### src/rtl/ara_inval_queue_pkg.sv
// Shared constants for the Ara invalidation queue.
package ara_inval_queue_pkg;

  localparam int unsigned CoalescedWidth = 16;
  localparam logic [CoalescedWidth-1:0] CoalescedMax = '1;

endpackage

### src/rtl/ara_inval_queue_cam.sv
// Entry storage for the invalidation queue: line registers, valid bits and
// a content-addressed lookup of the incoming line against occupied entries.
module ara_inval_queue_cam #(
  parameter int unsigned AddrWidth = 64,
  parameter int unsigned Depth     = 4,
  parameter int unsigned PtrWidth  = 2
) (
  input  logic                 clk_i,
  input  logic                 rst_ni,
  input  logic                 wr_en,
  input  logic [PtrWidth-1:0]  wr_idx,
  input  logic [AddrWidth-1:0] wr_line,
  input  logic                 rd_en,
  input  logic [PtrWidth-1:0]  rd_idx,
  input  logic [AddrWidth-1:0] cmp_line,
  output logic [AddrWidth-1:0] head_line,
  output logic                 hit
);

  logic [AddrWidth-1:0] entry_reg [Depth];
  logic                 valid_reg [Depth];
  logic [Depth-1:0]     match_vec;
  logic [Depth-1:0]     excl_vec;

  for (genvar gi = 0; gi < Depth; gi++) begin : g_entry
    // A write never targets the head while it is being popped; write wins anyway.
    always_ff @(posedge clk_i or negedge rst_ni) begin
      if (!rst_ni) begin
        entry_reg[gi] <= '0;
        valid_reg[gi] <= 1'b0;
      end else if (wr_en && (wr_idx == PtrWidth'(gi))) begin
        entry_reg[gi] <= wr_line;
        valid_reg[gi] <= 1'b1;
      end else if (rd_en && (rd_idx == PtrWidth'(gi))) begin
        valid_reg[gi] <= 1'b0;
      end
    end

    assign match_vec[gi] = valid_reg[gi] && (entry_reg[gi] == cmp_line);
    // The departing head cannot absorb a new request.
    assign excl_vec[gi]  = rd_en && (rd_idx == PtrWidth'(gi));
  end

  assign hit       = |(match_vec & ~excl_vec);
  assign head_line = entry_reg[rd_idx];

endmodule

### src/rtl/ara_inval_queue.sv
// Coalescing invalidation queue between the AXI invalidation filter and
// Ariane's L1 D-cache invalidation port.
module ara_inval_queue
  import ara_inval_queue_pkg::*;
#(
  parameter int unsigned AddrWidth   = 64,
  parameter int unsigned L1LineWidth = 16,
  parameter int unsigned Depth       = 4
) (
  input  logic                         clk_i,
  input  logic                         rst_ni,
  input  logic                         en_i,
  input  logic [AddrWidth-1:0]         inval_addr_i,
  input  logic                         inval_valid_i,
  output logic                         inval_ready_o,
  output logic [AddrWidth-1:0]         inval_addr_o,
  output logic                         inval_valid_o,
  input  logic                         inval_ready_i,
  output logic [$clog2(Depth+1)-1:0]   usage_o,
  output logic [CoalescedWidth-1:0]    coalesced_o
);

  localparam int unsigned OffsetBits = $clog2(L1LineWidth);
  localparam int unsigned PtrWidth   = (Depth > 1) ? $clog2(Depth) : 1;
  localparam int unsigned UsageWidth = $clog2(Depth + 1);
  localparam logic [AddrWidth-1:0] LineMask =
      ~((AddrWidth'(1) << OffsetBits) - AddrWidth'(1));
  localparam logic [PtrWidth-1:0]   LastPtr  = PtrWidth'(Depth - 1);
  localparam logic [UsageWidth-1:0] FullCnt  = UsageWidth'(Depth);

  logic [PtrWidth-1:0]       rd_ptr_reg, rd_ptr_next;
  logic [PtrWidth-1:0]       wr_ptr_reg, wr_ptr_next;
  logic [UsageWidth-1:0]     count_reg, count_next;
  logic [CoalescedWidth-1:0] coalesced_reg, coalesced_next;

  logic [AddrWidth-1:0] line;
  logic [AddrWidth-1:0] head_line;
  logic hit, pop, push, coalesce, ready, accept;

  function automatic logic [PtrWidth-1:0] ptr_inc(input logic [PtrWidth-1:0] p);
    return (p == LastPtr) ? '0 : p + PtrWidth'(1);
  endfunction

  assign line = inval_addr_i & LineMask;

  ara_inval_queue_cam #(
    .AddrWidth (AddrWidth),
    .Depth     (Depth),
    .PtrWidth  (PtrWidth)
  ) i_cam (
    .clk_i     (clk_i),
    .rst_ni    (rst_ni),
    .wr_en     (push),
    .wr_idx    (wr_ptr_reg),
    .wr_line   (line),
    .rd_en     (pop),
    .rd_idx    (rd_ptr_reg),
    .cmp_line  (line),
    .head_line (head_line),
    .hit       (hit)
  );

  always_comb begin
    pop      = (count_reg != '0) && inval_ready_i;
    // With coherence disabled every request is swallowed without effect.
    ready    = en_i ? (hit || (count_reg < FullCnt)) : 1'b1;
    accept   = en_i && inval_valid_i && ready;
    push     = accept && !hit;
    coalesce = accept && hit;

    rd_ptr_next    = pop  ? ptr_inc(rd_ptr_reg) : rd_ptr_reg;
    wr_ptr_next    = push ? ptr_inc(wr_ptr_reg) : wr_ptr_reg;
    count_next     = count_reg;
    coalesced_next = coalesced_reg;
    if (push && !pop) begin
      count_next = count_reg + UsageWidth'(1);
    end else if (!push && pop) begin
      count_next = count_reg - UsageWidth'(1);
    end
    if (coalesce && (coalesced_reg != CoalescedMax)) begin
      coalesced_next = coalesced_reg + CoalescedWidth'(1);
    end
  end

  always_ff @(posedge clk_i or negedge rst_ni) begin
    if (!rst_ni) begin
      rd_ptr_reg    <= '0;
      wr_ptr_reg    <= '0;
      count_reg     <= '0;
      coalesced_reg <= '0;
    end else begin
      rd_ptr_reg    <= rd_ptr_next;
      wr_ptr_reg    <= wr_ptr_next;
      count_reg     <= count_next;
      coalesced_reg <= coalesced_next;
    end
  end

  assign inval_ready_o = ready;
  assign inval_addr_o  = head_line;
  assign inval_valid_o = (count_reg != '0);
  assign usage_o       = count_reg;
  assign coalesced_o   = coalesced_reg;

endmodule

### config.mk
export PLATFORM = sky130hd
export DESIGN_NAME = ara_inval_queue
export DESIGN_NICKNAME = d
export VERILOG_FILES = /design/src/rtl/ara_inval_queue_pkg.sv /design/src/rtl/ara_inval_queue_cam.sv /design/src/rtl/ara_inval_queue.sv
export SDC_FILE = /design/constraint.sdc
export NUM_CORES = 1
export LEC_CHECK = 0
export BUFFER_PORTS_ARGS = -buffer_cell sky130_fd_sc_hd__buf_4
export CAP_MARGIN = 10
export CORE_MARGIN = 1.5
export CORE_UTILIZATION = 45
export CTS_BUF_LIST = sky130_fd_sc_hd__clkbuf_8
export DETAILED_ROUTE_END_ITERATION = 12
export PLACE_DENSITY = 0.61
export SYNTH_ARGS = -nofsm -noshare
export SYNTH_HDL_FRONTEND = slang
export SYNTH_HIERARCHICAL = 1
export SYNTH_SLANG_ARGS = --single-unit
### constraint.sdc
create_clock -name clk_i -period 3.7 [get_ports clk_i]
set_clock_uncertainty 0.05 [all_clocks]
set_input_delay 0.37 -clock clk_i [delete_from_list [all_inputs] [get_ports clk_i]]
set_output_delay 0.37 -clock clk_i [all_outputs]
set_load 0.01 [all_outputs]
# ---- After elaboration in Yosys (flattened, before gate mapping)
# Cells that the tools add are included.
dict set report totals {
  register_bits 267
  latchBits 0
  ram_bits 0
  romBits 0
  input_bits 69
  out_inout_bits 85
  word_cells 82
  memories 0
}
dict set report op_classes {
  n_addsub 5
  multipliers 0
  div 0
  n_lt_le_gt_ge 2
  n_eq_ne 11
  shift 0
  muxes 16
  n_bitwise 3
  n_reduce_logical 33
}
# cell count
set op_table {}
lappend op_table {{60-bit equality test} 4}
lappend op_table {{64-bit binary-select mux with 2-bit select} 1}
lappend op_table {{64-bit two-way mux} 2}
lappend op_table {{1-bit logical AND} 20}
lappend op_table {{16-bit by 1-bit adder with 16-bit output, second input constant} 1}
lappend op_table {{16-bit inequality test, second input constant} 1}
lappend op_table {{2-bit nonzero test} 5}
lappend op_table {{1-bit two-way mux} 9}
lappend op_table {{2-bit equality test, second input constant} 4}
lappend op_table {{3-bit two-way mux} 2}
lappend op_table {{2-bit by 1-bit adder with 2-bit output, second input constant} 2}
lappend op_table {{4-bit AND} 1}
lappend op_table {{2-bit by 1-bit equality test with 1-bit output, second input constant} 2}
lappend op_table {{2-bit logical NOT} 2}
lappend op_table {{2-bit two-way mux} 2}
lappend op_table {{4-bit inverter} 1}
lappend op_table {{4-bit OR reduction} 1}
lappend op_table {{3-bit by 1-bit adder with 3-bit output, second input constant} 1}
lappend op_table {{3-bit >= comparator, second input constant} 1}
lappend op_table {{1-bit logical NOT} 3}
lappend op_table {{3-bit less-than comparator, second input constant} 1}
lappend op_table {{2-bit inverter with 3-bit output} 1}
lappend op_table {{3-bit nonzero test} 1}
lappend op_table {{3-bit by 1-bit subtractor with 3-bit output, second input constant} 1}
lappend op_table {{1-bit logical OR} 1}

# ---- Logic depth before layout (Yosys ltp)
dict set report logic_depth {
  depth_word 14
  ltp_mapped 15
  depth_no_buf 15
}

# ---- By module
# The synthesis kept the hierarchy.
# module instances cells_per_inst area_per_inst_um2
set modules_own_cells {}
lappend modules_own_cells {ara_inval_queue_cam 1 1006 14113.5}
lappend modules_own_cells {ara_inval_queue 1 100 1166.1}

# ---- Worst setup path after synthesis
# Ideal clock, no wire load.
dict set report synth_timing {
  path_kind {flip-flop to flip-flop}
  startpoint {reg count_reg[0], in the netlist usage_o[0]}
  endpoint {reg count_reg[2], in the netlist usage_o[2]}
  setup_ps 79
  t_arrival_ps 2948
  required_time_ps 3571
  slack_ps 623
  stages_incl_launch_ff 16
  path_buffers 0
  synth_period_minus_slack_ps 3077
  path_cell_list {dfrtp_1 > or3_1 > nand2_1 > inv_1 > nand2_1 > o21ai_0 > nor4_1 > nand3_1 > nand4_1 > nor3_1 > ha_1 > inv_1 > fa_1 > xor2_1 > nor2_1 > xor2_1}
}
dict set report synth_between {
  elab_chain_cells 13
  elab_cells_between_ends 24
}
# item line_no
set synth_lines {}
lappend synth_lines {{start: declaration} ara_inval_queue.sv:33} ;# logic [UsageWidth-1:0] count_reg, count_next;
lappend synth_lines {{start signal: assignment} ara_inval_queue.sv:94} ;# count_reg <= count_next;
lappend synth_lines {{3-bit nonzero test (*)} --}
lappend synth_lines {{via inval_valid_o} ara_inval_queue.sv:17} ;# output logic inval_valid_o,
lappend synth_lines {{1-bit logical AND (*)} ara_inval_queue.sv:64} ;# pop = (count_reg != '0) && inval_ready_i;
lappend synth_lines {{via pop} ara_inval_queue.sv:38} ;# logic hit, pop, push, coalesce, ready, accept;
lappend synth_lines {{1-bit logical AND} ara_inval_queue_cam.sv:41} ;# assign excl_vec[gi] = rd_en && (rd_idx == PtrWidth'(gi));
lappend synth_lines {{4-bit inverter (*)} ara_inval_queue_cam.sv:44} ;# assign hit = |(match_vec & ~excl_vec);
lappend synth_lines {{4-bit AND (*)} ara_inval_queue_cam.sv:44}
lappend synth_lines {{4-bit OR reduction (*)} ara_inval_queue_cam.sv:44}
lappend synth_lines {{via hit} ara_inval_queue.sv:38}
lappend synth_lines {{1-bit logical OR} ara_inval_queue.sv:66} ;# ready = en_i ? (hit || (count_reg < FullCnt)) : 1'b1;
lappend synth_lines {{1-bit two-way mux} ara_inval_queue.sv:66}
lappend synth_lines {{1-bit logical AND} ara_inval_queue.sv:67} ;# accept = en_i && inval_valid_i && ready;
lappend synth_lines {{1-bit logical AND (*)} ara_inval_queue.sv:68} ;# push = accept && !hit;
lappend synth_lines {{via push} ara_inval_queue.sv:38}
lappend synth_lines {{1-bit logical NOT} ara_inval_queue.sv:77} ;# end else if (!push && pop) begin
lappend synth_lines {{1-bit logical AND} ara_inval_queue.sv:77}
lappend synth_lines {{2-bit nonzero test (no line)} --}
# Mark *: on every way through the listed nets, which the timed path passes. The rest lies on a longest branch. The select of a mux whose other input is x is not followed.
# A chain may end at the register's enable or synchronous reset.

# ---- Final worst setup path
dict set report layout_timing {
  startpoint {reg count_reg[2], in the netlist usage_o[2]}
  endpoint {out inval_ready_o}
}
dict set report layout_between {
  elab_chain_cells 8
  elab_cells_between_ends 12
}
# item line_no
set layout_lines {}
lappend layout_lines {{3-bit nonzero test (*)} ara_inval_queue.sv:64}
lappend layout_lines {{1-bit logical AND (*)} ara_inval_queue.sv:64}
lappend layout_lines {{via pop} ara_inval_queue.sv:38}
lappend layout_lines {{1-bit logical AND} ara_inval_queue_cam.sv:41}
lappend layout_lines {{4-bit inverter (*)} ara_inval_queue_cam.sv:44}
lappend layout_lines {{4-bit AND (*)} ara_inval_queue_cam.sv:44}
lappend layout_lines {{4-bit OR reduction (*)} ara_inval_queue_cam.sv:44}
lappend layout_lines {{via hit} ara_inval_queue.sv:38}
lappend layout_lines {{1-bit logical OR (*)} ara_inval_queue.sv:66}
lappend layout_lines {{1-bit two-way mux (*)} ara_inval_queue.sv:66}
lappend layout_lines {{end: declaration} ara_inval_queue.sv:15} ;# output logic inval_ready_o,
# Mark *: on every way through the listed nets, which the timed path passes. The rest lies on a longest branch.

==> metrics.md <==
| Metric | Value |
|---|---|
| Combinational share of power | `0.467` |
| Internal power | `10.1 mW` |
| RSZ-0062 raised after global routing | `false` |
| Synth top area share | `0.463` |
| Top_reg_cell synth | `dfrtp_1` |
| Nets | `1,394` |
| CTS Sinks | `283` |
| Worst Hold End | `i_cam/entry_reg[187]` |
| Period minus WS final | `3.50 ns` |
| Fillers | `2,923` |
| Most frequent cells in the layout | `dfrtp_1 (281), mux2_2 (260), buf_4 (184)` |
| Via density | `5.50` |
| First-pass GRT wire length | `66,200 µm` |
| Most area-hungry cell type in the Yosys netlist | `dfrtp_1` |
| GPL Wtd Cong | `0.939` |
| Htree depth | `2` |
| Fmax | `0.286 GHz` |
| Die area | `35,100 µm²` |
| Final setup TNS | `0 ns` |
| Die X | `187 µm` |
| Worst Hold Class | `in -> reg` |
| RR Endpoint | `i_cam/entry_reg[222]` |
| All-Layer GR Usage | `0.255` |
| Max reg flops | `256` |
| Worst-margin pin slew | `0.946 ns` |
| # rows | `67` |
| CP startpoint kind | `flip-flop` |
| Synth top area cells | `dfrtp_1 (46%), mux2_2 (19%), mux4_2 (9.4%), xor2_1 (8.0%), xnor2_1 (7.6%)` |
| Leakage | `8.05 nW` |
| Worst slew margin | `0.369` |
| Final ANT Viol Nets | `0` |
| Vias after detailed routing | `9,909` |
| Warnings, synthesis | `6` |
| Fin. Hold Viols | `0` |
| Initial Utilization | `0.457` |
| Critical R2R Launch | `usage_o[2]` |
| CP cell instances | `or3_1, nand2_1, inv_1, nand2b_1, o21ai_0, nor4_1, nand3_1, nand4_1, buf_4, nand3b_1, buf_4` |
| Drt pass-1 iters | `6` |
| R2R Setup Slk | `0.24 ns` |
| N_diodes | `0` |
| IO buf count | `149` |
| Area growth from synthesis to layout | `19.3%` |
| P_sw | `6.07 mW` |
| Finished Core Util | `0.545` |
| Met1 Use GR | `0.361` |
| CP Max Fanout | `5` |
| WL/cell | `24.7 µm` |
| Most frequent CP cell | `buf_4` |
| Crit path kind | `reg -> out` |
| Initial antenna violation count | `0` |
| Worst-path clk slew | `0.06 ns` |
| PD cells | `887 nW/µm²` |
| VDD IR max | `403 µV` |
| Gr ovfl total | `0` |
| Critical path data required time | `3.28 ns` |
| Min-delay src | `inval_addr_i[59]` |
| Mean Syn Cell Area | `13.8 µm²` |
| Critical path's largest stage delay | `0.44 ns` |
| Sw frac | `0.375` |
| Busiest grt layer | `met2` |
| Clk Latency, worst-skew pair | `0.56 ns` |
| Share of layout cells above drive strength 1 | `0.447` |
| Final setup fails | `0` |
| WHS | `0.0738 ns` |
| Hold Crit Depth | `2` |
| Status | `finished clean` |
| Slew Viols, Final | `0` |
| Num CTS Buffers | `50` |
| Seq cells post-synth | `283` |
| Final period utilization | `0.945` |
| CTS tree | `yes` |
| Clock power frac | `0.171` |
| Met3 usage | `0.0467` |
| Worst R2R Path Depth | `12` |
| Number of global-route vias before repair | `10,200` |
| Buffers and inverters on the worst path | `3` |
| Critical Path AT | `3.08 ns` |
| Core area | `33,400 µm²` |
| Commonest non-fill, non-tap cell in the layout | `dfrtp_1` |
| Wirelength, routed | `44,500 µm` |
| First DRT Iteration DRCs | `626` |
| Power Total | `16.2 mW` |
| Synthesized area | `15,300 µm²` |
| # DRC | `0` |
| DP HPWL | `32,700 µm` |
| Reg power frac | `0.361` |
| Delay-heaviest family, CP | `simple AND/OR/NAND/NOR gates` |
| Syn Inst Count | `1,106` |
| Async SR Flop Fraction | `1.00` |
| Die Y-Extent | `187 µm` |
| CP endpoint kind | `primary output` |
| Max Buffers Root-to-Sink | `3` |
| Crit-path slowest cell | `nor4_1` |
| MaxCap Viol Count | `0` |
| EDFF count, synth | `0` |
| Root Driver | `clkbuf_8` |
| Yosys cell types | `40` |
| GR Util met2 | `0.408` |
| Largest net degree at the start of global routing | `91` |
| Io pins | `154` |
| Sequential cell area fraction in the yosys report | `0.463` |
==> timing repair <==
item	CTS	global route
hold buffers	1	0
setup buffers	0	0
endpoints found under the setup margin	0	66
hold endpoints to repair	85	0
resized for setup	0	2
==> cell usage after synthesis (2+ instances only) <==
| cell | count |
|---|---|
| nand3b_1 | 3 |
| ha_1 | 4 |
| nand4_1 | 44 |
| xnor2_1 | 133 |
| nand2_1 | 13 |
| dfrtp_1 | 283 |
| nor3_1 | 9 |
| clkbuf_1 | 12 |
| nor4_2 | 5 |
| xor2_1 | 140 |
| mux4_2 | 64 |
| mux2_2 | 260 |
| o21ai_0 | 4 |
| buf_6 | 4 |
| nor4_1 | 40 |
| nand4_2 | 3 |
| and3_1 | 2 |
| buf_2 | 33 |
| nand3_1 | 8 |
| inv_1 | 5 |
| buf_4 | 14 |
| clkbuf_2 | 2 |
| nor2_1 | 4 |
==> power groups by stage <==
| stage | Sequential, mW | Clock (mW) | Combinational [mW] |
|---|---|---|---|
| 2_1_floorplan | 5.53 | 0 | 4.64 |
| 3_3_place_gp | 5.81 | 0 | 7.53 |
| 3_5_place_dp | 5.88 | 0 | 7.58 |
| 4_1_cts | 5.83 | 2.85 | 7.63 |
| 5_1_grt | 6.04 | 2.98 | 7.95 |
| 6_report | 5.84 | 2.77 | 7.55 |
==> kinds of logic after synthesis <==
group | share of synthesized area
flip-flops | 0.463
AO/OA/AOI/OAI | 0.00287
AND/OR/NAND/NOR | 0.0589
adder cells (fa/ha/maj) | 0.00459
XOR/XNOR | 0.158
other | 0.000245
multiplexers | 0.287
buffers and inverters | 0.0255
==> metal layers <==
metal,vias up,wire (µm)
met4,0,996
li1,4426,-
met5,-,0
met1,5151,20100
met2,263,21000
met3,69,2430
==> area by class of cell <==
cell class | count | area, µm² | share of cell area
clock buffers | 63 | 867 | 0.0476
clock inverters | 22 | 83.8 | 0.00460
multi-input cells | 781 | 7940 | 0.436
flip-flops and latches | 283 | 7090 | 0.389
repair buffers | 199 | 1670 | 0.0914
well taps | 448 | 561 | 0.0308
inverters | 5 | 18.8 | 0.00103
==> worst max-delay path by stage <==
stage,from,end,slack (ns),cells after the start
floorplan,usage_o[0],usage_o[2],0.62,15
finish,usage_o[2],inval_ready_o,0.20,11
global placement,usage_o[0],i_cam/entry_reg[220],0.19,12
global route,usage_o[2],inval_ready_o,0.007,11
detailed placement,usage_o[2],i_cam/entry_reg[213],0.08,12
CTS,usage_o[2],i_cam/entry_reg[222],0.07,12
==> per-stage QoR <==
step                instance area [µm²]  std cells  setup slack (ns)
finish                            18200       1801             0.202
global route                      18200       1801           0.00718
CTS                               18200       1801            0.0726
detailed placement                17300       1715            0.0790
global placement                  17300       1715             0.191
floorplan                         15400       1134             0.623
Note: power is estimated with default switching activity, not from simulation.
